[src/rtl/rom_copy_pkg.sv]
// rom_copy_pkg: shared widths, FSM states and the NUL terminator byte for rom_copy_ctrl
package rom_copy_pkg;
  localparam int DEF_ADDR_W = 17;
  localparam int DEF_DATA_W = 8;
  localparam int DEF_LEN_W  = 13;
  localparam logic [7:0] NUL_BYTE = 8'h00;
  typedef enum logic [1:0] {IDLE, RUN, FIN} state_e;
endpackage

[src/rtl/copy_skid_fifo.sv]
// copy_skid_fifo: 2-entry FIFO carrying a data byte and its block index; clr_i flushes and wins over push
module copy_skid_fifo #(
  parameter int DATA_W = 8,
  parameter int IDX_W  = 13
) (
  input  logic              clk,
  input  logic              rst_n,
  input  logic              clr_i,
  input  logic              push_i,
  input  logic [DATA_W-1:0] data_i,
  input  logic [IDX_W-1:0]  idx_i,
  input  logic              pop_i,
  output logic [DATA_W-1:0] data_o,
  output logic [IDX_W-1:0]  idx_o,
  output logic [1:0]        occ_o
);
  logic [DATA_W-1:0] data_q [2];
  logic [IDX_W-1:0]  idx_q [2];
  logic              wr_q, rd_q;
  logic [1:0]        occ_q;
  always_ff @(posedge clk or negedge rst_n)
    if (!rst_n) begin
      data_q <= '{default: '0};
      idx_q  <= '{default: '0};
      wr_q   <= 1'b0;
      rd_q   <= 1'b0;
      occ_q  <= '0;
    end else if (clr_i) begin
      wr_q  <= 1'b0;
      rd_q  <= 1'b0;
      occ_q <= '0;
    end else begin
      if (push_i) begin
        data_q[wr_q] <= data_i;
        idx_q[wr_q]  <= idx_i;
      end
      wr_q  <= wr_q ^ push_i;
      rd_q  <= rd_q ^ pop_i;
      occ_q <= occ_q + 2'(push_i) - 2'(pop_i);
    end
  assign data_o = data_q[rd_q];
  assign idx_o  = idx_q[rd_q];
  assign occ_o  = occ_q;
endmodule

[src/rtl/rom_copy_ctrl.sv]
// rom_copy_ctrl: streams a block from the 1-cycle-latency source ROM into destination memory at 1 byte/clock.
// Define COPY_STOP_ON_NUL_EN to end the copy right after an accepted 0x00 byte.
module rom_copy_ctrl
  import rom_copy_pkg::*;
#(
  parameter int ADDR_W = DEF_ADDR_W,
  parameter int DATA_W = DEF_DATA_W,
  parameter int LEN_W  = DEF_LEN_W
) (
  input  logic              clk,
  input  logic              rst_n,
  input  logic              start,
  input  logic [ADDR_W-1:0] src_base,
  input  logic [ADDR_W-1:0] dst_base,
  input  logic [LEN_W-1:0]  length,
  output logic              busy,
  output logic              done,
  output logic [LEN_W-1:0]  count,
  output logic              src_cs,
  output logic [ADDR_W-1:0] src_adr,
  input  logic [DATA_W-1:0] src_data,
  output logic              dst_we,
  output logic [ADDR_W-1:0] dst_adr,
  output logic [DATA_W-1:0] dst_data,
  input  logic              dst_rdy
);
  state_e            state_q, state_d;
  logic [ADDR_W-1:0] src_base_q, dst_base_q;
  logic [LEN_W-1:0]  len_q, rd_idx_q, count_q, head_idx;
  logic [DATA_W-1:0] head_data;
  logic              inflight_q;
  logic [1:0]        occ;
  logic [2:0]        level;
  logic              accept, pop, issue, last, nul_stop;
  assign accept = state_q == IDLE && start;
  assign pop    = dst_we && dst_rdy;
  // buffered-after-this-cycle plus the read in flight must leave room for one more
  assign level  = 3'(occ) + 3'(inflight_q) - 3'(pop);
`ifdef COPY_STOP_ON_NUL_EN
  assign nul_stop = pop && head_data == DATA_W'(NUL_BYTE);
`else
  assign nul_stop = 1'b0;
`endif
  assign issue = state_q == RUN && rd_idx_q < len_q && level < 3'd2 && !nul_stop;
  assign last  = pop && count_q + LEN_W'(1) == len_q;
  copy_skid_fifo #(.DATA_W(DATA_W), .IDX_W(LEN_W)) u_fifo (
    .clk    (clk),
    .rst_n  (rst_n),
    .clr_i  (nul_stop),
    .push_i (inflight_q),
    .data_i (src_data),
    .idx_i  (rd_idx_q - LEN_W'(1)),
    .pop_i  (pop),
    .data_o (head_data),
    .idx_o  (head_idx),
    .occ_o  (occ)
  );
  always_comb begin
    state_d = state_q;
    if (accept) state_d = length == '0 ? FIN : RUN;
    else if (state_q == RUN && (last || nul_stop)) state_d = FIN;
    else if (state_q == FIN) state_d = IDLE;
  end
  always_ff @(posedge clk or negedge rst_n)
    if (!rst_n) begin
      state_q    <= IDLE;
      src_base_q <= '0;
      dst_base_q <= '0;
      len_q      <= '0;
      rd_idx_q   <= '0;
      count_q    <= '0;
      inflight_q <= 1'b0;
    end else begin
      state_q    <= state_d;
      inflight_q <= issue;
      if (accept) begin
        src_base_q <= src_base;
        dst_base_q <= dst_base;
        len_q      <= length;
        rd_idx_q   <= '0;
        count_q    <= '0;
      end else begin
        rd_idx_q <= rd_idx_q + LEN_W'(issue);
        count_q  <= count_q + LEN_W'(pop);
      end
    end
  assign busy     = state_q != IDLE;
  assign done     = state_q == FIN;
  assign count    = count_q;
  assign src_cs   = issue;
  assign src_adr  = issue ? src_base_q + ADDR_W'(rd_idx_q) : '0;
  assign dst_we   = occ != 2'd0;
  assign dst_adr  = dst_we ? dst_base_q + ADDR_W'(head_idx) : '0;
  assign dst_data = dst_we ? head_data : '0;
endmodule

[config.mk]
export PLATFORM = sky130hd
export DESIGN_NAME = rom_copy_ctrl
export DESIGN_NICKNAME = d
export VERILOG_FILES = /design/src/rtl/rom_copy_pkg.sv /design/src/rtl/copy_skid_fifo.sv /design/src/rtl/rom_copy_ctrl.sv
export SDC_FILE = /design/constraint.sdc
export NUM_CORES = 1
export LEC_CHECK = 0
export ABC_CLOCK_PERIOD_IN_PS = 8400
export CAP_MARGIN = 0
export CORE_MARGIN = 4
export CORE_UTILIZATION = 45
export CTS_BUF_LIST = sky130_fd_sc_hd__clkbuf_16
export DETAILED_ROUTE_END_ITERATION = 16
export HOLD_SLACK_MARGIN = 0.12
export PLACE_DENSITY_LB_ADDON = 0.08
export SLEW_MARGIN = 20
export SYNTH_ARGS = -nofsm -noshare
export SYNTH_HDL_FRONTEND = slang
export SYNTH_SLANG_ARGS = --single-unit
[constraint.sdc]
create_clock -name clk -period 8.4 [get_ports clk]
set_input_delay 1.68 -clock clk [delete_from_list [all_inputs] [get_ports clk]]
set_output_delay 1.68 -clock clk [all_outputs]
set_load 0.05 [all_outputs]
==> results by group, run 1 <==
Status
  – Outcome: finished, final reports clean

Route
  – Routed wire length: 18300 microns
  – First drt pass iteration count: 5
  – Per-cell routed wire length: 16.3 microns
  – DR DRC count: 0
  – Starting DRT DRC Count: 244
  – Vias: 6108
  – Antenna-violating nets left: 0
  – Vias per inst: 5.46

Logic synthesis
  – Cell Area, Synth: 0.00748 sq mm
  – Synth top area cells: dfrtp_1 41%, mux2_2 9.5%, ha_1 7.9%, nor2_1 4.5%, xnor2_1 4.0%
  – Mapped Nets: 890
  – Dominant cell type by area after synthesis: dfrtp_1
  – Adder-Cell Fraction of Synth Area: 0.0866
  – Post-synthesis compound-gate area fraction: 0.127
  – #FFs+latches synth: 122
  – Syn Area/Cell: 9.58 sq um
  – YS warnings: 0
  – Post-Syn Instances: 781
  – Synth top area share: 0.408
  – Synth cell count leaders: 122 x dfrtp_1, 90 x nor2_1, 63 x mux2_2
  – Xor and xnor fraction of the mapped netlist area: 0.0714
  – Most frequent cell after synthesis: dfrtp_1
  – Largest family of logic cells by synthesized area: simple AND/OR/NAND/NOR gates
  – Top FF cell, synth: dfrtp_1
  – Yosys cell types: 58
  – Seq/Total Area, Yosys: 0.408
  – Post-synth EDFFs: 0
  – Mux cell area share after synthesis: 0.109
  – Asr flop ratio synth: 1.00
  – Simple-Gate Fraction of Synth Area: 0.163

STA
  – Final Hold Viols: 0
  – Worst Skew: 8.71 ps
  – Slew Viols, Final: 0
  – Final Critical Period: 7410 ps
  – Relative slew slack: 0.453
  – Unrepaired setup endpoints after global routing: false
  – Setup violators final: 0
  – Setup TNS: 0 ps
  – Fmax: 0.135 GHz
  – Slew of the pin with the lowest slew margin: 820 ps
  – Period utilization: 0.882

Clock network
  – CTS max path bufs: 2
  – Post-CTS setup buffer count: 0
  – Clock sinks: 122
  – CTS-repair resized insts: 0
  – Hold Buf Count CTS: 0
  – Later-pin clock latency in the skew report: 410 ps
  – CTS root buf: clkbuf_16
  – H-tree Lvls: 4
  – CTS buffer count: 17
  – Clock Pin Slew Worst Setup and Hold Paths: 60 ps
  – CTS tree: yes

Global routing
  – Final global-route overflow total: 0
  – First-pass GRT wire length: 30000 microns
  – All-Layer GR Usage: 0.203
  – Largest net degree at the start of global routing: 67
  – Initial antenna violation count: 0
  – Vias in the first global route: 5966

Place
  – PortBufs: 117
  – Final GP Congestion: 0.853
  – Detailed placement HPWL: 13200 microns
  – Area after DPL: 0.00885 sq mm

Floorplanning
  – Die Wd: 137 microns
  – Core Area: 0.0161 sq mm
  – FP Rows: 46
  – Die Y: 137 microns
  – Die area: 0.0188 sq mm
  – Initial Utilization: 0.464
  – I/O pin count: 118

Setup path
  – Crit-path max FO: 15
  – CP endpoint kind: output port
  – WS Path Type: in -> out
  – Worst path required time: 6720 ps
  – Arr. time, crit path: 5730 ps
  – Crit path launch type: primary input

Cells and area
  – Diodes inserted: 0
  – Final Cell Area: 0.00941 sq mm
  – Fin nets: 999
  – P&R area growth vs syn: 25.7%
  – Fillers: 1431
  – Fin util: 0.584
  – Share of cells above drive strength 1: 0.116

Worst hold path
  – Min-Delay Path Class: reg -> reg

Run
  – Max Cap Viol: 0
-- registers in the layout, summed over array words and instances (netlist names), 2 cells and up --
| signal | count |
|---|---|
| dst_base_q | 17 |
| len_q | 13 |
| u_fifo.idx_q | 26 |
| state_q | 2 |
| u_fifo.data_q | 16 |
| u_fifo.occ_o | 2 |
| rd_idx_q | 13 |
| count | 13 |
| src_base_q | 17 |
-- layer usage --
metal | vias up | routed length (microns) | track usage | share of wire
met5 | - | 0 | 0 | 0
met4 | 0 | 210 | 0.0565 | 0.012
met3 | 18 | 858 | 0.0412 | 0.047
met2 | 162 | 8810 | 0.335 | 0.48
met1 | 2943 | 8370 | 0.270 | 0.46
li1 | 2985 | - | - | -
-- area by class of cell --
cell class | count | area, sq um | share of cell area
multi-input cells | 591 | 4190 | 0.445
clock buffers | 17 | 425 | 0.0452
flip-flops and latches | 122 | 3050 | 0.324
repair buffers | 122 | 1210 | 0.128
clock inverters | 15 | 135 | 0.0144
well taps | 216 | 270 | 0.0287
inverters | 36 | 135 | 0.0144
-- per-stage QoR --
step / worst slack [ps] / instances / hold WS, ps
6_report: 992 / 1119 / 503
5_1_grt: 695 / 1119 / 516
4_1_cts: 954 / 1119 / 508
3_5_place_dp: 956 / 1087 / 495
3_3_place_gp: 997 / 1087 / 486
2_1_floorplan: 1730 / 781 / 475
-- cells in the final DEF, fill, tap and decap left out, types with 4 or more instances in the layout --
| cell | instances |
|---|---|
| o21a_1 | 13 |
| or4_1 | 4 |
| mux2_2 | 63 |
| mux2i_1 | 11 |
| a21o_1 | 5 |
| nand4_1 | 9 |
| clkbuf_16 | 17 |
| and3_1 | 12 |
| clkinv_1 | 4 |
| ha_1 | 47 |
| nand2b_1 | 4 |
| nor3_1 | 20 |
| dfrtp_1 | 122 |
| o211ai_1 | 8 |
| or3_1 | 6 |
| o21ai_0 | 39 |
| a211oi_1 | 8 |
| xor2_1 | 27 |
| nor2_1 | 88 |
| xnor2_1 | 34 |
| nand2_1 | 49 |
| inv_1 | 38 |
| nor2b_1 | 12 |
| nor4_1 | 8 |
| a21oi_1 | 55 |
| nand3_1 | 21 |
| buf_4 | 6 |
| clkdlybuf4s50_1 | 116 |
-- critical path, cell delays in order --
cell and delay, ps:
clkdlybuf4s50_1 560, nand3_1 140, o21ai_0 110, ha_1 190, fa_1 430, nor4_1 340
a21boi_0 530, nand2_1 470, nor4b_1 410, clkdlybuf4s50_1 850
-- final timing paths --
check | depth (start not counted) | slack [ps] | from | to
worst min-delay path | 1 | 500 | u_fifo.data_q[9] | u_fifo.data_q[9]
worst min register to register | 1 | 500 | u_fifo.data_q[9] | u_fifo.data_q[9]
worst max register to register | 14 | 4220 | u_fifo.occ_o[1] | rd_idx_q[11]
worst max-delay path | 10 | 990 | dst_rdy | src_adr[13]
max in group asynchronous | 2 | 5760 | rst_n | u_fifo.data_q[6]
min in group asynchronous | 1 | 1340 | rst_n | count[6]
-- cell families after synthesis --
| logic type | after synthesis |
|---|---|
| compound gates | 154 |
| xor+xnor | 61 |
| fa+ha+maj | 50 |
| buf+inv | 68 |
| flops | 122 |
| mux | 74 |
| simple gates | 252 |
Power of run 1 is left out: the tool's default activity adds up to more than one toggle a clock period on the data nets, which glitch-free logic cannot reach.
==> inputs of run 2 (changes only) <==
--- a/config.mk
+++ b/config.mk
@@ -13,6 +13,7 @@
 export DETAILED_ROUTE_END_ITERATION = 16
 export HOLD_SLACK_MARGIN = 0.12
 export PLACE_DENSITY_LB_ADDON = 0.08
+export RECOVER_POWER = 50
 export SLEW_MARGIN = 20
 export SYNTH_ARGS = -nofsm -noshare
 export SYNTH_HDL_FRONTEND = slang
==> results by group, run 2 (same netlist as run 1, synthesis figures left out) <==
Status
  – Outcome: finished, violations left (was finished, final reports clean)
  – Failing checks: capacitance limit, slew limit

STA
  – Worst Skew: 8.57 ps (was 8.71 ps)
  – Fmax: 0.134 GHz (was 0.135 GHz)
  – Setup violators final: 0 (unchanged)
  – Setup TNS: 0 ps (unchanged)
  – Period utilization: 0.889 (was 0.882)
  – Unrepaired setup endpoints after global routing: false (unchanged)
  – Slew Viols, Final: 183 (was 0)
  – Relative slew slack: -1.18 (was 0.453)
  – Final Hold Viols: 0 (unchanged)
  – Slew of the pin with the lowest slew margin: 3270 ps (was 820 ps)
  – Final Critical Period: 7460 ps (was 7410 ps)

Route
  – DR DRC count: 0 (unchanged)
  – Vias per inst: 5.47 (was 5.46)
  – Antenna-violating nets left: 0 (unchanged)
  – First drt pass iteration count: 4 (was 5)
  – Starting DRT DRC Count: 240 (was 244)
  – Routed wire length: 18300 microns (about the same)
  – Vias: 6123 (was 6108)
  – Per-cell routed wire length: 16.3 microns (about the same)

Floorplanning
  – Die area: 0.0188 sq mm (unchanged)
  – Core Area: 0.0161 sq mm (unchanged)
  – I/O pin count: 118 (unchanged)
  – Die Y: 137 microns (unchanged)
  – Initial Utilization: 0.464 (unchanged)
  – Die Wd: 137 microns (unchanged)
  – FP Rows: 46 (unchanged)

Clock network
  – CTS-repair resized insts: 0 (unchanged)
  – CTS tree: yes (unchanged)
  – CTS root buf: clkbuf_16 (unchanged)
  – Later-pin clock latency in the skew report: 420 ps (was 410 ps)
  – Hold Buf Count CTS: 0 (unchanged)
  – Post-CTS setup buffer count: 0 (unchanged)
  – Clock sinks: 122 (unchanged)
  – Clock Pin Slew Worst Setup and Hold Paths: 60 ps (about the same)
  – H-tree Lvls: 4 (unchanged)
  – CTS buffer count: 17 (unchanged)
  – CTS max path bufs: 2 (unchanged)

Setup path
  – CP endpoint kind: output port (unchanged)
  – Arr. time, crit path: 5780 ps (was 5730 ps)
  – Crit-path max FO: 15 (unchanged)
  – RR Startpoint: u_fifo.occ_o[1] (unchanged)
  – Worst setup path start: dst_rdy (unchanged)
  – Crit path launch type: primary input (unchanged)
  – WS Path Type: in -> out (unchanged)
  – Worst path required time: 6720 ps (about the same)

Cells and area
  – Most frequent cells in the layout: 122 x dfrtp_1, 114 x clkdlybuf4s50_1, 89 x nor2_1 (was 122 x dfrtp_1, 116 x clkdlybuf4s50_1, 88 x nor2_1)
  – Max reg flops: 26 (unchanged)
  – Biggest regs: u_fifo.idx_q x26, dst_base_q x17, src_base_q x17 (unchanged)
  – Fillers: 1437 (was 1431)
  – Diodes inserted: 0 (unchanged)
  – Share of cells above drive strength 1: 0.110 (was 0.116)
  – Top reg by flops: u_fifo.idx_q (unchanged)
  – P&R area growth vs syn: 25.3% (was 25.7%)
  – Fin nets: 999 (unchanged)
  – Commonest non-fill, non-tap cell in the layout: dfrtp_1 (unchanged)

Place
  – Detailed placement HPWL: 13200 microns (unchanged)
  – PortBufs: 117 (unchanged)
  – Final GP Congestion: 0.853 (unchanged)

Global routing
  – GR met3 Demand/Resource: 0.0412 (unchanged)
  – Largest net degree at the start of global routing: 67 (unchanged)
  – First-pass GRT wire length: 30000 microns (unchanged)
  – Grt met2 use: 0.335 (unchanged)
  – Final global-route overflow total: 0 (unchanged)
  – All-Layer GR Usage: 0.203 (unchanged)
  – Met1 usage: 0.270 (unchanged)
  – Vias in the first global route: 5966 (unchanged)
  – GR peak layer: met2 (unchanged)
  – Initial antenna violation count: 0 (unchanged)

Worst hold path
  – Hold Startpoint: u_fifo.data_q[9] (unchanged)
  – Min-Delay Path Class: reg -> reg (unchanged)

Run
  – Max Cap Viol: 4 (was 0)
run 2: cell types whose count changed in the layout (fill, tap and decap cells not counted):
cell             change
buf_4                -4
clkbuf_1             +3
clkbuf_2             +1
clkdlybuf4s50_1      -2
dlygate4sd3_1        +2
nor2_1               +1
nor2_4               -1
nor4b_1              +1
nor4b_2              -1
o21ai_0              +1
o21ai_2              -1
run 2: per-layer routing:
layer  vias to the layer above  routed length, microns
met5                         -                       0
met4                         0                     216
met3                        20                     916
met2                       163                    8800
met1                      2953                    8340
li1                       2987                       -
run 2: area by class of cell:
type / count / area (sq um) / area share
inverters: 36 / 135 / 0.0144
multi-input cells: 591 / 4170 / 0.444
flip-flops and latches: 122 / 3050 / 0.325
clock buffers: 17 / 425 / 0.0454
clock inverters: 15 / 135 / 0.0144
repair buffers: 122 / 1190 / 0.127
well taps: 216 / 270 / 0.0288
run 2: stage by stage:
step / area, sq um / instances / setup slack [ps] / hold slack, ps / util
3_5_place_dp: 8850 / 1087 / 956 / 495 / 0.549
4_1_cts: 9410 / 1119 / 954 / 508 / 0.584
5_1_grt: 9380 / 1119 / 640 / 516 / 0.582
2_1_floorplan: 7480 / 781 / 1730 / 475 / -
6_report: 9380 / 1119 / 936 / 503 / 0.582
3_3_place_gp: 8850 / 1087 / 997 / 486 / 0.549
run 2: path summary, 6_finish.rpt:
path / to / slack [ps] / cells after the start
setup / recovery: src_adr[13] / 940 / 10
hold / removal: u_fifo.data_q[9] / 500 / 1
setup reg to reg: rd_idx_q[11] / 4250 / 14
hold reg to reg: u_fifo.data_q[9] / 500 / 1
max in group asynchronous: u_fifo.data_q[6] / 3170 / 2
min in group asynchronous: count[6] / 2350 / 1
run 2: worst max-delay path, cell delays in order:
cell and delay, ps:
dlygate4sd3_1 600, nand3_1 140, o21ai_0 110, ha_1 200, fa_1 460, nor4_1 340
a21boi_0 520, nand2_1 460, nor4b_1 410, clkdlybuf4s50_1 850
Power of run 2 is left out for the same reason.
==> inputs of run 3 (changes only) <==
--- a/config.mk
+++ b/config.mk
@@ -11,6 +11,7 @@
 export CORE_UTILIZATION = 45
 export CTS_BUF_LIST = sky130_fd_sc_hd__clkbuf_16
 export DETAILED_ROUTE_END_ITERATION = 16
+export DONT_BUFFER_PORTS = 1
 export HOLD_SLACK_MARGIN = 0.12
 export PLACE_DENSITY_LB_ADDON = 0.08
 export RECOVER_POWER = 50
==> results by group, run 3 (same netlist as run 1, synthesis figures left out) <==
Place
  – Pre-CTS WS: 1820 ps (was 956 ps)
  – Area after DPL: 0.00774 sq mm (was 0.00885 sq mm)
  – Detailed placement HPWL: 12700 microns (was 13200 microns)
  – PortBufs: 0 (was 117)
  – Inst Count DP: 971 (was 1087)
  – Final GP Congestion: 0.813 (was 0.853)

Setup path
  – R2r endpoint: rd_idx_q[11] (unchanged)
  – WP buf/inv: 0 (was 2)
  – Crit-path max FO: 15 (unchanged)
  – CP Cell Sequence: nand3_1 > o21ai_0 > ha_1 > fa_1 > nor4_1 > a21boi_0 > nand2_1 > a21oi_1 (was dlygate4sd3_1 > nand3_1 > o21ai_0 > ha_1 > fa_1 > nor4_1 > a21boi_0 > nand2_1 > nor4b_1 > clkdlybuf4s50_1)
  – WS Path Type: in -> out (unchanged)
  – Crit-path slowest cell: a21oi_1 (was clkdlybuf4s50_1)
  – Worst path required time: 6720 ps (about the same)
  – Top delay family on crit path: compound AO/OA/AOI/OAI gates (was buffers and inverters)
  – Arr. time, crit path: 4860 ps (was 5780 ps)
  – FF-to-FF path depth: 14 (unchanged)
  – Max stage delay on crit path: 970 ps (was 850 ps)
  – Crit path launch type: primary input (unchanged)
  – CP endpoint kind: output port (unchanged)
  – Flop-to-flop setup slack: 3880 ps (was 4250 ps)
  – RR Startpoint: u_fifo.occ_o[1] (unchanged)

Route
  – Per-cell routed wire length: 17.5 microns (was 16.3 microns)
  – Vias: 5625 (was 6123)
  – First drt pass iteration count: 5 (was 4)
  – Routed wire length: 17500 microns (was 18300 microns)
  – DR DRC count: 0 (unchanged)
  – Antenna-violating nets left: 0 (unchanged)
  – Starting DRT DRC Count: 246 (was 240)
  – Vias per inst: 5.61 (was 5.47)

Cells and area
  – Share of cells above drive strength 1: 0.146 (was 0.110)
  – Fin nets: 883 (was 999)
  – Max reg flops: 26 (unchanged)
  – Top reg by flops: u_fifo.idx_q (unchanged)
  – P&R area growth vs syn: 10.9% (was 25.3%)
  – Diodes inserted: 0 (unchanged)
  – Final Cell Area: 0.00830 sq mm (was 0.00938 sq mm)
  – Layout Cells excl Fill: 1003 (was 1119)
  – Most frequent cells in the layout: 122 x dfrtp_1, 88 x nor2_1, 62 x mux2_2 (was 122 x dfrtp_1, 114 x clkdlybuf4s50_1, 89 x nor2_1)
  – Biggest regs: u_fifo.idx_q x26, dst_base_q x17, src_base_q x17 (unchanged)
  – Commonest non-fill, non-tap cell in the layout: dfrtp_1 (unchanged)

STA
  – Setup violators final: 0 (unchanged)
  – Final setup margin: 1860 ps (was 936 ps)
  – Setup TNS: 0 ps (unchanged)
  – Relative slew slack: -0.0319 (was -1.18)
  – Slew Viols, Final: 68 (was 183)
  – Period utilization: 0.779 (was 0.889)
  – Unrepaired setup endpoints after global routing: false (unchanged)
  – Final Hold Viols: 0 (unchanged)
  – Worst Skew: 8.34 ps (was 8.57 ps)
  – Slew of the pin with the lowest slew margin: 1550 ps (was 3270 ps)
  – Final Critical Period: 6540 ps (was 7460 ps)
  – Fmax: 0.153 GHz (was 0.134 GHz)

Clock network
  – CTS-repair resized insts: 0 (unchanged)
  – CTS root buf: clkbuf_16 (unchanged)
  – H-tree Lvls: 4 (unchanged)
  – Post-CTS setup buffer count: 0 (unchanged)
  – CTS max path bufs: 2 (unchanged)
  – CTS tree: yes (unchanged)
  – CTS buffer count: 17 (unchanged)
  – Clock sinks: 122 (unchanged)
  – Later-pin clock latency in the skew report: 420 ps (about the same)
  – Hold Buf Count CTS: 0 (unchanged)
  – Clock Pin Slew Worst Setup and Hold Paths: 60 ps (about the same)

Run
  – Max Cap Viol: 2 (was 4)

Floorplanning
  – Die Wd: 137 microns (unchanged)
  – I/O pin count: 118 (unchanged)
  – Core Area: 0.0161 sq mm (unchanged)
  – FP Rows: 46 (unchanged)
  – Die area: 0.0188 sq mm (unchanged)
  – Die Y: 137 microns (unchanged)
  – Initial Utilization: 0.464 (unchanged)

Worst hold path
  – Hold Startpoint: u_fifo.idx_q[0] (was u_fifo.data_q[9])
  – WHS Path Cells: 1 (unchanged)
  – Min-Delay Path Class: reg -> reg (unchanged)
  – Worst Hold End: u_fifo.idx_q[0] (was u_fifo.data_q[9])

Global routing
  – Final global-route overflow total: 0 (unchanged)
  – First-pass GRT wire length: 29000 microns (was 30000 microns)
  – Vias in the first global route: 5811 (was 5966)
  – All-Layer GR Usage: 0.195 (was 0.203)
  – Initial antenna violation count: 0 (unchanged)
  – Largest net degree at the start of global routing: 123 (was 67)

Status
  – Outcome: finished, violations left (unchanged)
  – Failing checks: capacitance limit, slew limit (unchanged)
[run 3: metal layers]
metal	GRT usage	vias up	share of wire
met5	0	-	0
met4	0.0671	0	0.018
met3	0.0574	24	0.060
met2	0.327	138	0.48
met1	0.241	2717	0.44
li1	-	2746	-
[run 3: worst max-delay path by stage]
| stage | start | endpoint | slack, ps | depth (start not counted) |
|---|---|---|---|---|
| 2_1_floorplan | dst_rdy | src_adr[13] | 1730 | 8 |
| 3_3_place_gp | dst_rdy | src_adr[15] | 1930 | 8 |
| 3_5_place_dp | dst_rdy | src_adr[15] | 1820 | 8 |
| 4_1_cts | dst_rdy | src_adr[15] | 1820 | 8 |
| 5_1_grt | dst_rdy | src_adr[15] | 1580 | 8 |
| 6_report | dst_rdy | src_adr[15] | 1860 | 8 |
[run 3: stage by stage]
stage               hold WS, ps  utilization
finish                      504        0.515
global route                518        0.515
CTS                         509        0.516
detailed placement          495        0.480
global placement            487        0.480
floorplan                   475            -
[run 3: cell type report]
type	count	area [sq um]
Fill cell	1518	7810
Timing Repair Buffer	6	37.5
Tap cell	216	270
Sequential cell	122	3050
Inverter	36	135
Clock inverter	15	150
Multi-Input combinational cell	591	4230
Clock buffer	17	425
[run 3: worst reg2reg max path: cells and delay by family, from the launching register on]
| family | cells | cell delay [ps] |
|---|---|---|
| simple gates | 7 | 1660 |
| buf+inv | 1 | 550 |
| fa+ha+maj | 3 | 980 |
| flops | 1 | 430 |
| compound gates | 2 | 600 |
| xor+xnor | 1 | 160 |
Power of run 3 is left out for the same reason.
